[src/rtl/pe_load_sequencer_pkg.sv]
// Shared definitions for the PE load sequencer: controlSignal codes that the
// LocalStoreController also decodes, plus the sequencer FSM state type.
package pe_load_sequencer_pkg;

   localparam int CTRL_W = 6;

   localparam logic [CTRL_W-1:0] CTRL_IDLE     = 6'd0;
   localparam logic [CTRL_W-1:0] CTRL_ADDR_CLR = 6'd1;
   localparam logic [CTRL_W-1:0] CTRL_INC_K    = 6'd2;
   localparam logic [CTRL_W-1:0] CTRL_INC_N    = 6'd3;

   typedef enum logic [1:0] {
      IDLE   = 2'd0,
      CLR    = 2'd1,
      STREAM = 2'd2,
      FIN    = 2'd3
   } state_e;

endpackage

[src/rtl/pe_load_sequencer.sv]
// Streams a command's words into one PE column (kernel) or row (neuron) store.
// Define PE_LOAD_SEQUENCER_BROADCAST_EN to make index all-ones hit every column/row.
module pe_load_sequencer
   import pe_load_sequencer_pkg::*;
#(
   parameter  int DEPTH = 2,
   parameter  int A     = 7,
   parameter  int W     = 16,
   parameter  int ROWS  = 4,
   parameter  int COLS  = 4,
   localparam int IW    = $clog2((ROWS > COLS) ? ROWS : COLS) + 1
) (
   input  logic                     CLK,
   input  logic                     RESETn,
   input  logic                     cmd_valid,
   output logic                     cmd_ready,
   input  logic                     cmd_target,
   input  logic [IW-1:0]            cmd_index,
   input  logic [A:0]               cmd_len,
   input  logic                     data_valid,
   output logic                     data_ready,
   input  logic [W-1:0]             data_in,
   output logic [W-1:0]             kernel_out,
   output logic [W-1:0]             neuron_out,
   output logic [7*COLS-1:0]        column_control,
   output logic [(DEPTH+1)*ROWS-1:0] row_control,
   output logic                     busy,
   output logic                     done,
   output logic                     err
);

   state_e               state_q, state_d;
   logic                 tgt_q, tgt_d;
   logic [IW-1:0]        idx_q, idx_d;
   logic [A:0]           len_q, len_d;
   logic [A:0]           cnt_q, cnt_d;
   logic                 cmd_ready_q, cmd_ready_d;
   logic                 data_ready_q, data_ready_d;
   logic                 busy_q, busy_d;
   logic                 done_q, done_d;
   logic                 err_q, err_d;
   logic [W-1:0]         kout_q, kout_d;
   logic [W-1:0]         nout_q, nout_d;
   logic [CTRL_W-1:0]    ctrl_q, ctrl_d;
   logic [COLS-1:0]      kwr_q, kwr_d;
   logic [ROWS-1:0]      nwr_q, nwr_d;
   logic [DEPTH-1:0]     init_q, init_d;
   logic [DEPTH+IW-1:0]  idx_wide;
   logic                 lim_ok, bcast_cmd, bcast_cur, legal;

   always_comb begin
      lim_ok = cmd_target ? (cmd_index < IW'(ROWS)) : (cmd_index < IW'(COLS));
`ifdef PE_LOAD_SEQUENCER_BROADCAST_EN
      bcast_cmd = &cmd_index;
      bcast_cur = &idx_q;
`else
      bcast_cmd = 1'b0;
      bcast_cur = 1'b0;
`endif
      legal = (cmd_len != '0) && (lim_ok || bcast_cmd);
   end

   always_comb begin
      state_d      = state_q;
      tgt_d        = tgt_q;
      idx_d        = idx_q;
      len_d        = len_q;
      cnt_d        = cnt_q;
      cmd_ready_d  = 1'b0;
      data_ready_d = 1'b0;
      done_d       = 1'b0;
      err_d        = 1'b0;
      kout_d       = kout_q;
      nout_d       = nout_q;
      ctrl_d       = CTRL_IDLE;
      kwr_d        = '0;
      nwr_d        = '0;
      case (state_q)
         IDLE: begin
            cmd_ready_d = 1'b1;
            if (cmd_valid && cmd_ready_q) begin
               if (legal) begin
                  tgt_d       = cmd_target;
                  idx_d       = cmd_index;
                  len_d       = cmd_len;
                  cnt_d       = '0;
                  cmd_ready_d = 1'b0;
                  ctrl_d      = CTRL_ADDR_CLR;
                  state_d     = CLR;
               end else begin
                  err_d = 1'b1;
               end
            end
         end
         CLR: begin
            data_ready_d = 1'b1;
            state_d      = STREAM;
         end
         STREAM: begin
            data_ready_d = 1'b1;
            if (data_valid) begin
               // accepted beat is presented with its strobe on the next cycle
               if (tgt_q) begin
                  nout_d = data_in;
                  ctrl_d = CTRL_INC_N;
                  for (int r = 0; r < ROWS; r++) nwr_d[r] = bcast_cur | (idx_q == IW'(r));
               end else begin
                  kout_d = data_in;
                  ctrl_d = CTRL_INC_K;
                  for (int c = 0; c < COLS; c++) kwr_d[c] = bcast_cur | (idx_q == IW'(c));
               end
               cnt_d = cnt_q + (A+1)'(1);
               if (cnt_d == len_q) begin
                  data_ready_d = 1'b0;
                  state_d      = FIN;
               end
            end
         end
         FIN: begin
            done_d      = 1'b1;
            cmd_ready_d = 1'b1;
            state_d     = IDLE;
         end
         default: state_d = IDLE;
      endcase
      busy_d   = (state_d != IDLE);
      idx_wide = {{DEPTH{1'b0}}, idx_d};
      init_d   = busy_d ? idx_wide[DEPTH-1:0] : '0;
   end

   always_ff @(posedge CLK or negedge RESETn) begin
      if (!RESETn) begin
         state_q      <= IDLE;
         tgt_q        <= 1'b0;
         idx_q        <= '0;
         len_q        <= '0;
         cnt_q        <= '0;
         cmd_ready_q  <= 1'b1;
         data_ready_q <= 1'b0;
         busy_q       <= 1'b0;
         done_q       <= 1'b0;
         err_q        <= 1'b0;
         kout_q       <= '0;
         nout_q       <= '0;
         ctrl_q       <= CTRL_IDLE;
         kwr_q        <= '0;
         nwr_q        <= '0;
         init_q       <= '0;
      end else begin
         state_q      <= state_d;
         tgt_q        <= tgt_d;
         idx_q        <= idx_d;
         len_q        <= len_d;
         cnt_q        <= cnt_d;
         cmd_ready_q  <= cmd_ready_d;
         data_ready_q <= data_ready_d;
         busy_q       <= busy_d;
         done_q       <= done_d;
         err_q        <= err_d;
         kout_q       <= kout_d;
         nout_q       <= nout_d;
         ctrl_q       <= ctrl_d;
         kwr_q        <= kwr_d;
         nwr_q        <= nwr_d;
         init_q       <= init_d;
      end
   end

   for (genvar c = 0; c < COLS; c++) begin : g_col
      assign column_control[7*c +: 7] = {ctrl_q, kwr_q[c]};
   end
   for (genvar r = 0; r < ROWS; r++) begin : g_row
      assign row_control[(DEPTH+1)*r +: DEPTH+1] = {init_q, nwr_q[r]};
   end

   assign cmd_ready  = cmd_ready_q;
   assign data_ready = data_ready_q;
   assign kernel_out = kout_q;
   assign neuron_out = nout_q;
   assign busy       = busy_q;
   assign done       = done_q;
   assign err        = err_q;

endmodule

[config.mk]
export PLATFORM = sky130hd
export DESIGN_NAME = pe_load_sequencer
export DESIGN_NICKNAME = d
export VERILOG_FILES = /design/src/rtl/pe_load_sequencer_pkg.sv /design/src/rtl/pe_load_sequencer.sv
export SDC_FILE = /design/constraint.sdc
export NUM_CORES = 1
export LEC_CHECK = 0
export ABC_AREA = 0
export CAP_MARGIN = 5
export CORE_UTILIZATION = 57
export DETAILED_ROUTE_END_ITERATION = 10
export DONT_BUFFER_PORTS = 1
export GPL_TIMING_DRIVEN = 0
export PLACE_DENSITY = 0.8
export RECOVER_POWER = 100
export SLEW_MARGIN = 20
export SYNTH_ARGS = -nofsm -noshare
export SYNTH_HDL_FRONTEND = slang
export SYNTH_SLANG_ARGS = --single-unit
[constraint.sdc]
create_clock -name CLK -period 1.8 [get_ports CLK]
set_input_delay 0.54 -clock CLK [delete_from_list [all_inputs] [get_ports CLK]]
set_output_delay 0.54 -clock CLK [all_outputs]
set_load 0.01 [all_outputs]
# After elaboration in Yosys (flattened, before gate mapping)
# Index checks and enable logic that the tools add are counted.
# op_classes
n_eq_ne,10
n_reduce_logical,11
n_addsub,1
bitwise,1
magnitude_cmp,1
muxes,33
# ops
operator,n
2-to-1 mux 4 bit,6
2-to-1 mux 8 bit,3
2-to-1 mux 2 bit,9
case mux 8 bit (2 select lines),1
2-to-1 mux 1 bit,10
AND reduction 3 bit,3
adder 8 x 1 -> 8 bit (second input constant),1
equality test 8 bit,1
case mux 2 bit (4 select lines),1
nonzero test 8 bit,1
equality test 3 x 2 -> 1 bit (second input constant),2
inequality test 2 bit (second input constant),3
equality test 2 bit (second input constant),2
case mux 1 bit (2 select lines),2
case mux 2 bit (2 select lines),1
AND reduction 4 bit,1
nonzero test 2 bit,2
equality test 3 x 1 -> 1 bit (second input constant),1
logical NOT 3 bit,1
< comparator 3 bit (second input constant),1
equality test 2 x 1 -> 1 bit (second input constant),1
logical AND 1 bit,2
logical NOT 2 bit,1
NOT 1 bit,1
# word_totals
output_inout_bits,77
inputBits,32
ff_bits,75

# Longest topological paths before layout
# depth
depth_word,7
ltp_mapped,9
ltp_nobuf,7

# Worst setup path before layout
# Ideal clock, no wire load.
# synth_path
path_type,input -> register
from,input cmd_len[3]
to,register len_q[2]
arrival_time_ns,1.932
slack_ns,-0.258
n_path_buf,2
required_ns,1.675
setup_ns,0.125
stages,6
cell_sequence,or4_4 -> o21a_1 -> nor2b_4 -> buf_6 -> buf_6 -> mux2_4
# synth_via
elab_chain_len,3
# synth_rtl
element,line,rtl
start: declaration,pe_load_sequencer.sv:19,"input logic [A:0] cmd_len,"
nonzero test 8 bit,pe_load_sequencer.sv:60,legal = (cmd_len != '0) && (lim_ok || bcast_cmd);
logical AND 1 bit,pe_load_sequencer.sv:60,
AND reduction 3 bit (no line),-,
end signal: assignment,pe_load_sequencer.sv:153,len_q <= len_d;
end: declaration,pe_load_sequencer.sv:35,"logic [A:0] len_q, len_d;"
# No other way between the ends.
# A chain may end at the register's enable or synchronous reset.

# Worst setup path in the final report
# layout_path
from,register state_q[1]
to,register len_q[2]
# layout_via
elab_chain_len,2
# layout_rtl
element,line,rtl
start: declaration,pe_load_sequencer.sv:32,"state_e state_q, state_d;"
start signal: assignment,pe_load_sequencer.sv:150,state_q <= state_d;
logical NOT 2 bit,pe_load_sequencer.sv:78,case (state_q)
AND reduction 3 bit (no line),-,
# No other way between the ends.

==> out/summary.txt <==
IO buf count - 0
Die width - 77.8 um
Layout net count - 337
Initial Util - 59.4%
Final setup viols - 0
Setup Skew - 0.0115 ns
Tcrit/Tclk final - 97.9%
Mapped Area - 3270 um2
XOR/XNOR Fraction of Synth Area - 3.36%
Final Max Slew Viols - 0
Cells after synthesis - 265
Setup TNS - 0 ns
Status - finished with violations
First-pass DRT Iterations - 4
Total GRT Usage - 21.4%
Largest family of logic cells by synthesized area - multiplexers
FILL cells - 412
# DRC - 0
Routed wire length - 6.29 mm
Max cap viols - 0
Share of layout cells above drive strength 1 - 40.1%
Clock Pin Slew Worst Setup and Hold Paths - 0.08 ns
Netlist cell types - 40
Critical setup path kind - flop to flop
Sequential share of the synthesized area - 54.3%
Hold Path Class - input pin to async pin
CTS tree - yes
Syn avg cell area - 12.4 um2
Worst Setup End Kind - flop
Total grt overflow - 0
1st-iter DRT viols - 104
Crit path time final - 1.76 ns
Crit path arrival time - 1.98 ns
Required time of the critical path - 2.02 ns
Yosys top cell by area - dfrtp_1
Unrepaired setup endpoints after global routing - true
Slowest Stage Delay on Critical Path - 0.42 ns
Worst r2r path cells - 6
Drt via density - 5.44
CTS buffer count - 9
CTS sink cnt - 71
Synth warnings - 0
Hold_ws - -0.107 ns
Worst setup SP type - flop
Initial antenna violation count - 0
Die height - 77.8 um
Core area - 5510 um2
Adder-cell share of the synthesized area - 1.91%
Maximum vdd drop - 0.00100 V
Synth Register Bits - 71
Post-route ant nets - 0
Total power per unit cell area - 1490 nW/um2
Row count - 27
Vias in the first global route - 1943
Reg2reg end - len_q[2]$_DFFE_PN0P_
Crit path max fanout - 10
Largest net degree at the start of global routing - 72
Compound-Gate Fraction of Synth Area - 6.92%
Share of the synthesized area in the top cell type - 53.5%
Final Hold Viols - 70
Ranking of synthesized cells by area - dfrtp_1, mux2_2, buf_4
Vias - 2046
R2R Path Start - state_q[1]$_DFF_PN0_
Critical-path cell list - inv_1 -> ha_4 -> nand2_1 -> nor2b_4 -> buf_8 -> mux2_4
Worst skew pair latency - 0.34 ns
DP HPWL - 4.30 mm
I/O Pins - 109
Layout area overhead - 14.9%
Simple-gate share of the synthesized area - 8.10%
H-Tree Depth - 3
Area of the die - 6050 um2
Violated checks - negative hold slack
Root buf cell - clkbuf_8
Post-synthesis mux area share - 15.8%
First-pass GRT wire length - 9.70 mm
CP max stage cell - dfrtp_1
DR WL/cell - 16.7 um
Worst R2R Setup Slack - 0.04 ns
LEAKAGE - 1.77 nW
Global placer's final weighted congestion - 0.853
Fmax - 567 MHz
CTS Buffer Depth - 2
Antenna diodes - 0
[timing repair]
| action | CTS | global route |
|---|---|---|
| gates cloned | 0 | 1 |
| setup buffers | 4 | 10 |
| hold endpoints to repair | 70 | 70 |
| pin swaps | 3 | 8 |
| gates resized for setup | 16 | 28 |
| endpoints found under the setup margin | 56 | 54 |
[cell families after synthesis]
family                   after synthesis
buffers and inverters                 50
AO/OA/AOI/OAI                         34
adder cells (fa/ha/maj)                5
XOR/XNOR                              11
AND/OR/NAND/NOR                       50
multiplexers                          43
flip-flops                            71
other                                  1
[worst max-delay path by stage]
stage	cells past startpoint	slack, ns	start	to
5_1_grt	6	-0.05	cmd_ready$_DFF_PN1_	cnt_q[6]$_DFFE_PN0P_
2_1_floorplan	6	-0.25	cmd_len[7]	len_q[2]$_DFFE_PN0P_
4_1_cts	7	-0.04	state_q[0]$_DFF_PN0_	len_q[2]$_DFFE_PN0P_
6_report	6	0.04	state_q[1]$_DFF_PN0_	len_q[2]$_DFFE_PN0P_
3_5_place_dp	7	-0.44	state_q[0]$_DFF_PN0_	cnt_q[6]$_DFFE_PN0P_
3_3_place_gp	6	-0.35	cmd_len[3]	cnt_q[6]$_DFFE_PN0P_
[synthesized netlist by cell type, drive strengths merged]
cell    count
and2        1
o211ai      1
xnor3       1
and3        4
nor2       10
nand2b      3
o21ai       7
mux2       43
dfstp       1
a21boi      3
o21bai      1
buf        31
dfrtp      70
nand4       4
a22oi       1
o221a       1
inv        10
nor4        2
a31o        2
xor2        5
nand3b      2
nor2b       2
o211a       1
o221ai      2
a41oi       1
nor3        3
a21oi       7
clkbuf      9
nand2      14
or4         2
o21a        2
xnor2       5
ha          5
nand3       3
a31oi       5
conb        1
[power by group]
group | leakage [nW] | switching, mW | total, mW | internal, mW
clock | 0.0809 | 0.562 | 1.05 | 0.486
combinational | 0.791 | 0.699 | 1.67 | 0.971
sequential | 0.895 | 0.668 | 2.87 | 2.20
total | 1.77 | 1.93 | 5.59 | 3.66
[state kept, by name, indices dropped and copies added (netlist names)]
| name | cells |
|---|---|
| state_q | 2 |
| idx_q | 3 |
| ctrl_q | 2 |
| nwr_q | 4 |
| err | 1 |
| kwr_q | 4 |
| init_q | 2 |
| len_q | 8 |
| done | 1 |
| tgt_q | 1 |
| busy | 1 |
| cnt_q | 8 |
| data_ready | 1 |
| cmd_ready | 1 |
| kernel_out | 16 |
| neuron_out | 16 |
[area by class of cell]
class	count	area [um2]	share of cell area, %
sequential	71	1780	47.5
multi-input combinational	159	1340	35.7
buffer	34	239	6.36
clock buffer	9	124	3.29
timing repair buffer	15	103	2.73
tap	72	90.1	2.40
clock inverter	6	38.8	1.03
inverter	10	37.5	0.998
[routing by layer]
metal / global-route usage, % / vias to the layer above / share of wire [%]
met2: 34.3 / 95 / 50
met4: 10.4 / 0 / 1.8
met1: 27.3 / 1006 / 41
met3: 5.18 / 9 / 7.2
met5: 0 / - / 0
li1: - / 936 / -
[through the flow]
step | instance area (um2) | utilization [%] | setup slack [ns] | total power [mW] | instances
2_1_floorplan | 3340 | - | -0.255 | 4.01 | 280
3_3_place_gp | 3430 | 62.4 | -0.349 | 4.26 | 352
3_5_place_dp | 3430 | 62.4 | -0.437 | 4.35 | 352
4_1_cts | 3670 | 66.6 | -0.0382 | 5.47 | 369
5_1_grt | 3760 | 68.3 | -0.0458 | 5.90 | 376
6_report | 3760 | 68.3 | 0.0371 | 5.59 | 376
[critical path, delay by kind of cell, from the launching register on]
family	cells	cell delay [ns]
adders and majority gates	1	0.22
buffers and inverters	2	0.32
DFF	1	0.42
muxes	1	0.31
and+or+nand+nor	2	0.37
[cell usage in the layout, fill, tap and decap left out, types with 3 or more instances in the layout]
cell      instances
dfrtp_1          65
mux2_2           34
buf_4            28
conb_1           16
clkbuf_1         14
nand2_1          12
nor2_1           10
clkbuf_8         10
inv_1             9
mux2_4            9
xor2_1            5
a31oi_1           5
dfrtp_2           5
buf_6             4
nand4_1           4
xnor2_1           4
a21oi_2           4
o21ai_1           4
o21ai_0           3
and3_4            3
a21oi_1           3
ha_1              3
clkinv_2          3
Note: power is estimated with default switching activity, not from simulation.
